===== config.mk =====
export PLATFORM = sky130hd
export DESIGN_NAME = add_share_arb
export DESIGN_NICKNAME = d
export VERILOG_FILES = /design/src/rtl/add_share_arb.sv
export SDC_FILE = /design/constraint.sdc
export NUM_CORES = 1
export LEC_CHECK = 0
export ABC_AREA = 1
export BUFFER_PORTS_ARGS = -buffer_cell sky130_fd_sc_hd__buf_4
export CAP_MARGIN = 10
export CORE_MARGIN = 4
export CORE_UTILIZATION = 33
export CTS_CLUSTER_DIAMETER = 200
export DETAILED_ROUTE_END_ITERATION = 6
export PLACE_DENSITY = 0.7
export SLEW_MARGIN = 20
export SYNTH_ARGS = -nofsm -noshare
export SYNTH_HDL_FRONTEND = slang
export SYNTH_SLANG_ARGS = --single-unit

===== constraint.sdc =====
create_clock -name clk -period 1.83 [get_ports clk]
set_clock_uncertainty 0.15 [all_clocks]
set_input_delay 0.2745 -clock clk [delete_from_list [all_inputs] [get_ports clk]]
set_output_delay 0.2745 -clock clk [all_outputs]
set_load 0.05 [all_outputs]

===== src/rtl/add_share_arb.sv =====
// add_share_arb: round-robin arbiter that time-shares one multi-cycle 32-bit
// carry-lookahead adder among NREQ requesters. The adder's final sum XOR reads
// the live operands, so operands are latched at grant and held until the
// result has been captured. Results are returned tagged with the requester ID.
// Optional grant statistics are enabled by defining ADD_SHARE_STATS_EN.
`timescale 1ns/1ps

module add_share_arb #(
    parameter int unsigned NREQ    = 4,
    parameter int unsigned IDW     = 2,
    parameter int unsigned ADD_LAT = 5
) (
    input  logic                 clk,
    input  logic                 rst,
    input  logic [NREQ-1:0]      req_valid,
    input  logic [NREQ*32-1:0]   req_a,
    input  logic [NREQ*32-1:0]   req_b,
    input  logic [NREQ-1:0]      req_cin,
    output logic [NREQ-1:0]      req_ready,
    output logic                 rsp_valid,
    output logic [IDW-1:0]       rsp_id,
    output logic [31:0]          rsp_sum,
    output logic                 rsp_cout,
    output logic [31:0]          add_a,
    output logic [31:0]          add_b,
    output logic                 add_cin,
    input  logic [31:0]          add_sum,
    input  logic                 add_cout,
`ifdef ADD_SHARE_STATS_EN
    input  logic [IDW-1:0]       stat_sel,
    input  logic                 stat_clr,
    output logic [15:0]          stat_cnt,
`endif
    output logic                 busy
);

    localparam int unsigned CNTW = (ADD_LAT > 2) ? $clog2(ADD_LAT) : 1;
    localparam logic [CNTW-1:0] CNT_LOAD = CNTW'(ADD_LAT - 1);

    localparam logic [1:0] ST_IDLE  = 2'd0;
    localparam logic [1:0] ST_ISSUE = 2'd1;
    localparam logic [1:0] ST_WAIT  = 2'd2;
    localparam logic [1:0] ST_DONE  = 2'd3;

    logic [1:0]      state;
    logic [1:0]      state_d;
    logic [CNTW-1:0] cnt;
    logic [CNTW-1:0] cnt_d;
    logic [IDW-1:0]  ptr;
    logic [IDW-1:0]  id_q;
    logic [IDW-1:0]  sel_idx;
    logic [IDW-1:0]  cand;
    logic            sel_found;
    logic            grant_en;
    logic            done_en;

    // Pick the first valid requester at or after the round-robin pointer
    always_comb begin
        sel_found = 1'b0;
        sel_idx   = '0;
        cand      = '0;
        for (int unsigned k = 0; k < NREQ; k++) begin
            cand = IDW'((32'(ptr) + k) % NREQ);
            if (!sel_found && req_valid[cand]) begin
                sel_found = 1'b1;
                sel_idx   = cand;
            end
        end
    end

    // Next-state, wait counter and grant/done strobes
    always_comb begin
        state_d   = state;
        cnt_d     = cnt;
        req_ready = '0;
        grant_en  = 1'b0;
        done_en   = 1'b0;
        case (state)
            ST_IDLE: begin
                if (sel_found) begin
                    req_ready[sel_idx] = 1'b1;
                    grant_en           = 1'b1;
                    state_d            = ST_ISSUE;
                end
            end
            ST_ISSUE: begin
                cnt_d   = CNT_LOAD;
                state_d = ST_WAIT;
            end
            ST_WAIT: begin
                cnt_d = cnt - CNTW'(1);
                if (cnt <= CNTW'(1)) begin
                    state_d = ST_DONE;
                end
            end
            ST_DONE: begin
                done_en = 1'b1;
                state_d = ST_IDLE;
            end
            default: begin
                state_d = ST_IDLE;
            end
        endcase
    end

    // State and wait-counter registers
    always_ff @(posedge clk) begin
        if (rst) begin
            state <= ST_IDLE;
            cnt   <= '0;
        end else begin
            state <= state_d;
            cnt   <= cnt_d;
        end
    end

    // Operand hold, ID tag, result capture and pointer advance
    always_ff @(posedge clk) begin
        if (rst) begin
            add_a     <= '0;
            add_b     <= '0;
            add_cin   <= 1'b0;
            id_q      <= '0;
            ptr       <= '0;
            rsp_valid <= 1'b0;
            rsp_id    <= '0;
            rsp_sum   <= '0;
            rsp_cout  <= 1'b0;
        end else begin
            rsp_valid <= done_en;
            if (grant_en) begin
                add_a   <= req_a[32'(sel_idx)*32 +: 32];
                add_b   <= req_b[32'(sel_idx)*32 +: 32];
                add_cin <= req_cin[sel_idx];
                id_q    <= sel_idx;
            end
            if (done_en) begin
                rsp_sum  <= add_sum;
                rsp_cout <= add_cout;
                rsp_id   <= id_q;
                ptr      <= IDW'((32'(id_q) + 32'd1) % NREQ);
            end
        end
    end

    assign busy = (state != ST_IDLE);

`ifdef ADD_SHARE_STATS_EN
    logic [15:0] stat_q [NREQ];

    // Per-requester saturating grant counters; a clear beats a same-cycle grant
    always_ff @(posedge clk) begin
        if (rst || stat_clr) begin
            for (int unsigned i = 0; i < NREQ; i++) begin
                stat_q[i] <= '0;
            end
        end else if (grant_en && (stat_q[sel_idx] != 16'hFFFF)) begin
            stat_q[sel_idx] <= stat_q[sel_idx] + 16'd1;
        end
    end

    assign stat_cnt = stat_q[stat_sel];
`endif

endmodule

==> metrics, run 1 <==
outcome finished with violations; violated checks setup timing; antenna fix cells 0; number of distinct library cells after synthesis 27; # clock sinks between 100 and 150; Post-synth EDFFs 0; nets@finish ~2000; max frequency 412 MHz; Synth Cell Area 7200 sq um; RePlAce Congestion 0.952; io pins between 400 and 500; Worst path max stage delay approximately 430 ps; Die Y between 150 and 200 um; Hold Path Class primary input to flip-flop; Area Growth Syn to Fin 74.7%; Worst Setup End Kind primary output; port bufs about 400; largest net degree at the start of global routing 46; most frequently used flop master after synthesis dfxtp_1; endpoints failing hold 0; Buf/Inv on CP 4; Worst-Skew Late Latency ~360 ps; initial antenna violation count 0; core area around 21000 sq um; Comb power frac a little under three quarters; DR WL/cell between 15 and 20 um; register area approximately 2200 sq um; post-route ant nets 0; RSZ-0062 raised after global routing yes; Sequential Power Share between 10% and 20%; FILL cells roughly 2000; Die Area between 20000 and 25000 sq um; syn_nets around 1600; layout cells sized above 1 34.7%; Worst VDD drop just over 0.0008 V; Mapped Cells 1255; CTS tree built; maximum root-to-sink buffer count 2; synth warn 0; startpoint types flip-flop; first-pass GRT wire length about 48 mm; CTS root buffer clkbuf_16; crit share post-route 133%; Net Sw Frac between 40 and 50%; sequence of cells on the critical path inv_8 > nand2_2 > nand3_1 > nand2_2 > inv_1 > nand3_4 > nand3_4 > buf_6 > nor3_4 > buf_6; vias in the first global route roughly 9400; die width 156 um; crit path max fanout 9; Data arrival, critical path about 2000 ps; area of the multi-input gates between 3000 and 4000 sq um; DP Worst Slack -395 ps; Num CTS Buffers 9; worst slew pin tran approximately 580 ps; Vias/cell slightly below 5; final setup TNS -30620 ps; Cells after DPL 1900; total track usage roughly 25%; Slew HR a little over 60%; Detailed Routing Iterations Pass 1 6; max-slew violations 0; via count approximately 9600; P per Cell Area around 1600 nW/um^2; Post-Route WL about 32 mm; clk slew on worst S/H paths about 90 ps; Leak Pwr 7.13 nW; synthesized flop and latch total 110; total gr overflow 0; Placed Area 10900 sq um; syn avg cell area 5.73 sq um; Finished Layout Cells about 2000; highest-count cells in the layout ignoring fill and taps buf_4, nor2_1, inv_1; Psw ~10 mW; Layout Cell Area excl Fill 12600 sq um; clock share of power a little over a tenth; site row count 53; internal power 10.2 mW; initial core utilization between 30% and 40%; DRC Markers 0; max cap viols 0; min Tclk post-route approximately 2400 ps; ys async rst share 0%; Power Total 20.1 mW; commonest non-fill, non-tap cell in the layout buf_4; Worst path slowest cell dfxtp_4; fin worst setup slack -595 ps; estimated wirelength of the detail-placed design 21.9 mm; htree depth 3; worst setup path class flip-flop to primary output; Top Family by Delay on Critical Path simple AND/OR/NAND/NOR gates; final setup violation count 73; Required @ worst endpoint 1410 ps; initial DRC count between 500 and 600; register area share after synthesis a little under a third
-- synthesized netlist by cell type (3+ instances only) --
cell | count | area share, %
a21oi_1 | 10 | 0.70
buf_1 | 4 | 0.21
buf_2 | 31 | 2.2
buf_4 | 10 | 1.0
buf_6 | 3 | 0.47
clkbuf_1 | 34 | 1.8
clkbuf_2 | 3 | 0.21
dfxtp_1 | 110 | 31
ha_1 | 5 | 0.87
inv_1 | 244 | 13
inv_2 | 4 | 0.21
nand2_1 | 204 | 11
nand2_2 | 4 | 0.35
nand3_1 | 106 | 7.4
nand3_2 | 3 | 0.42
nand4_1 | 66 | 5.7
nor2_1 | 269 | 14
o21ai_0 | 81 | 5.6
o21ai_1 | 56 | 3.9
-- timing repair --
action / 4_1_cts / 5_1_grt
endpoints found under the setup margin: 74 / 74
endpoints found under the hold margin: 31 / 0
hold buffers: 31 / 0
resized for setup: 88 / 44
pin swaps: 18 / 23
setup buffers: 27 / 5
cloned: 15 / 1
-- per-layer routing --
| metal | vias to the layer above | track usage, % | wire [um] |
|---|---|---|---|
| li1 | 4778 | - | - |
| met1 | 4321 | 28.5 | 12100 |
| met2 | 419 | 44.2 | 16000 |
| met3 | 83 | 4.88 | 2490 |
| met4 | 0 | 11.1 | 1300 |
| met5 | - | 0 | 0 |
-- logic make-up (layout without fill, tap and decap cells) --
family | count (synthesis) | in the layout | share of synthesized area [%]
AO/OA/AOI/OAI | 149 | 149 | 10.4
XOR/XNOR | 1 | 1 | 0.122
flip-flops | 110 | 110 | 30.6
adder cells (fa/ha/maj) | 5 | 5 | 0.869
AND/OR/NAND/NOR | 656 | 656 | 39.1
buffers and inverters | 334 | 795 | 18.9
-- power groups by stage --
stage,clock network (mW),registers (mW),logic (mW)
final,2.18,3.61,14.3
after global routing,2.32,3.70,15.4
after CTS,2.25,3.60,14.1
after detailed placement,0,3.65,11.6
after global placement,0,3.62,11.5
after floorplan,0,6.03,5.45
-- state kept, by name, indices dropped and copies added (netlist names) --
signal,flops
add_a,32
add_b,32
rsp_sum,32
cnt,3
id_q,2
ptr,2
rsp_id,2
state,2
add_cin,1
rsp_cout,1
rsp_valid,1
-- layout make-up --
| class | instances | area share [%] |
|---|---|---|
| multi-input combinational | 811 | 31.1 |
| sequential | 110 | 17.6 |
| tap | 275 | 2.74 |
| clock buffer | 9 | 1.79 |
| clock inverter | 7 | 0.766 |
| inverter | 249 | 7.61 |
| timing repair buffer | 530 | 38.4 |
-- through the flow --
step	hold WS, ps	util [%]
finish	1.95	59.3
global placement	303	51.2
CTS	3.85	58.6
floorplan	259	-
detailed placement	308	51.2
global route	21.4	59.3
-- worst reg2reg max path: stages, from the launching register on --
cell,delay [ps]
dfxtp_4,430
inv_8,60
nand2_2,70
nand3_1,100
nand2_2,140
inv_1,100
nand3_4,130
nand3_4,140
buf_6,190
bufbuf_16,270
buf_4,150
nand2_1,50
o21ai_0,80
o21ai_1,130
nor2_1,50
-- worst paths after layout --
check               from            to  slack, ps  depth (start not counted)
max               ptr[0]  req_ready[1]       -600                         10
min          add_sum[23]   rsp_sum[23]          2                          3
max reg2reg       ptr[0]     add_b[29]       -510                         14
min reg2reg    rsp_id[0]     rsp_id[0]        320                          2
(Power assumes the default switching activity.)
==> run 2, diff against run 1 <==
- CELL_PAD_IN_SITES_DETAIL_PLACEMENT: not set -> 0
- CELL_PAD_IN_SITES_GLOBAL_PLACEMENT: not set -> 1
- CORE_UTILIZATION: 33 -> 26
- PLACE_DENSITY: 0.7 -> 0.83
- TNS_END_PERCENT: not set -> 10
==> run 2 against run 1 <==
Combinational power fell by 9.8%. Worst hold slack improved by 23 ps. Critical path type unchanged. First-iteration DRC count fell by 21%. Highest routed layer unchanged. Cell area fell by 3.7%. Utilization fell by 15 points. Register-to-register slack barely moved. Critical endpoint unchanged. The run still ends with setup timing left.
==> metrics, run 2 (same netlist as run 1, synthesis figures left out) <==
startpoint types flip-flop; Hold Path Class primary input to flip-flop; Worst-Skew Late Latency around 360 ps; CTS root buffer clkbuf_16; Hold Path Cell Cnt 3; die width between 150 and 200 um; Largest regs add_a (32), add_b (32), rsp_sum (32); Required @ worst endpoint 1410 ps; crit path max fanout 6; outcome finished with violations; # clock sinks 110; DR WL/cell 15.5 um; core area 27100 sq um; Die Y 174 um; Worst path slowest cell dfxtp_4; Worst Setup End Kind primary output; worst setup path class flip-flop to primary output; Worst VDD drop approximately 0.00066 V; RePlAce Congestion roughly 0.86; worst flop-to-flop path endpoint add_a[4]; io pins around 410; Num CTS Buffers 9; HP Start add_sum[9]; violated checks setup timing; reg2reg path depth 16; endpoints failing hold 0; site row count 60; Worst path max stage delay ~420 ps; FILL cells approximately 2800; total track usage a little under a fifth; vias in the first global route 8848; Hold WS 25.3 ps; initial DRC count between 400 and 500; post-route ant nets 0; layout cells sized above 1 around a third; via count 9279; total gr overflow 0; largest net degree at the start of global routing just over 70; end point of the worst hold path rsp_sum[9]; final setup violation count 74; Finished Layout Cells approximately 2100; Slew HR between 60 and 70%; setup slack, reg-to-reg -510 ps; Critical R2R Launch ptr[0]; port bufs a little over 400; Top Family by Delay on Critical Path simple AND/OR/NAND/NOR gates; Leak Pwr 6.85 nW; initial antenna violation count 3; final setup TNS -32500 ps; Detailed Routing Iterations Pass 1 4; DRC Markers 0; sequence of cells on the critical path buf_6 > nand2_2 > nand2_2 > nand2_1 > nand2_1 > nand2_2 > nand3_2 > nand3_4 > buf_6 > nor3_4 > buf_6; nets@finish a little under 2000; register area ~2200 sq um; area of the multi-input gates 3870 sq um; Die Area between 30000 and 40000 sq um; critical path startpoint ptr[0]; max cap viols 0; clk slew on worst S/H paths roughly 90 ps; max frequency 417 MHz; htree depth 3; Buf/Inv on CP 3; RSZ-0062 raised after global routing yes; maximum root-to-sink buffer count 2; Post-Route WL ~32 mm; highest-count cells in the layout ignoring fill and taps buf_4, nor2_1, inv_1; worst slew pin tran approximately 480 ps; initial core utilization between 20% and 30%; commonest non-fill, non-tap cell in the layout buf_4; max-slew violations 0; Cells after DPL ~2000; DP Worst Slack -408 ps; Data arrival, critical path 1970 ps; first-pass GRT wire length around 47 mm; min Tclk post-route between 2000 and 2500 ps; P per Cell Area 1540 nW/um^2; crit share post-route 131%; Vias/cell 4.50; fin worst setup slack -568 ps; Area Growth Syn to Fin 68.2%; CTS tree built; estimated wirelength of the detail-placed design 22.9 mm
==> run 2: worst max-delay path by stage <==
stage | endpoint | cells past startpoint | slack (ps)
6_report | req_ready[1] | 11 | -570
5_1_grt | req_ready[1] | 12 | -700
4_1_cts | req_ready[1] | 11 | -570
3_5_place_dp | add_b[18] | 14 | -410
3_3_place_gp | add_b[18] | 14 | -360
2_1_floorplan | req_ready[1] | 13 | -340
==> run 2: worst reg2reg max path, cell delays in order (launching register included) <==
cell and delay, ps:
dfxtp_4 390, buf_6 140, nand2_2 50, nand2_2 60
nand2_2 70, nand2_2 60, nor2_4 160, nand3_4 140
nand3_4 160, buf_8 140, buf_12 140, bufbuf_16 270
nand2_1 50, nand3_1 60, nand3_1 80, nand2_1 70
inv_1 40
==> run 2: routing by layer <==
metal	global-route usage (%)	vias to the layer above	wire length [um]
met5	0	-	0
met4	7.72	0	1100
met3	5.18	55	2560
met2	33.9	345	15900
met1	21.7	4160	12400
li1	-	4719	-
==> run 2: power breakdown <==
| group | total (mW) | switching, mW | internal, mW |
|---|---|---|---|
| registers | 3.62 | 0.434 | 3.19 |
| logic | 12.9 | 8.06 | 4.80 |
| clock network | 2.11 | 1.12 | 0.989 |
| total | 18.6 | 9.61 | 8.98 |
==> run 2: repair_timing <==
action	4_1_cts	5_1_grt
endpoints found under the setup margin	74	74
resized for setup	52	47
pin swaps	4	15
setup buffers	12	4
cloned	2	10
hold endpoints to repair	32	0
hold buffers	32	0
==> run 2: layout make-up <==
cell class              instances  area share [%]
well taps                     372            3.84
flip-flops and latches        110            18.3
repair buffers                503            35.5
diodes                          3          0.0620
multi-input cells             811            32.0
clock buffers                   9            1.86
inverters                     249            7.84
clock inverters                 7           0.682
==> run 2: stage by stage <==
step	instance area [sq um]	utilization [%]	power, mW
5_1_grt	12100	44.7	20.0
4_1_cts	11700	43.2	17.8
3_3_place_gp	10800	39.8	14.8
3_5_place_dp	10800	39.8	14.9
6_report	12100	44.7	18.6
2_1_floorplan	7320	-	11.4
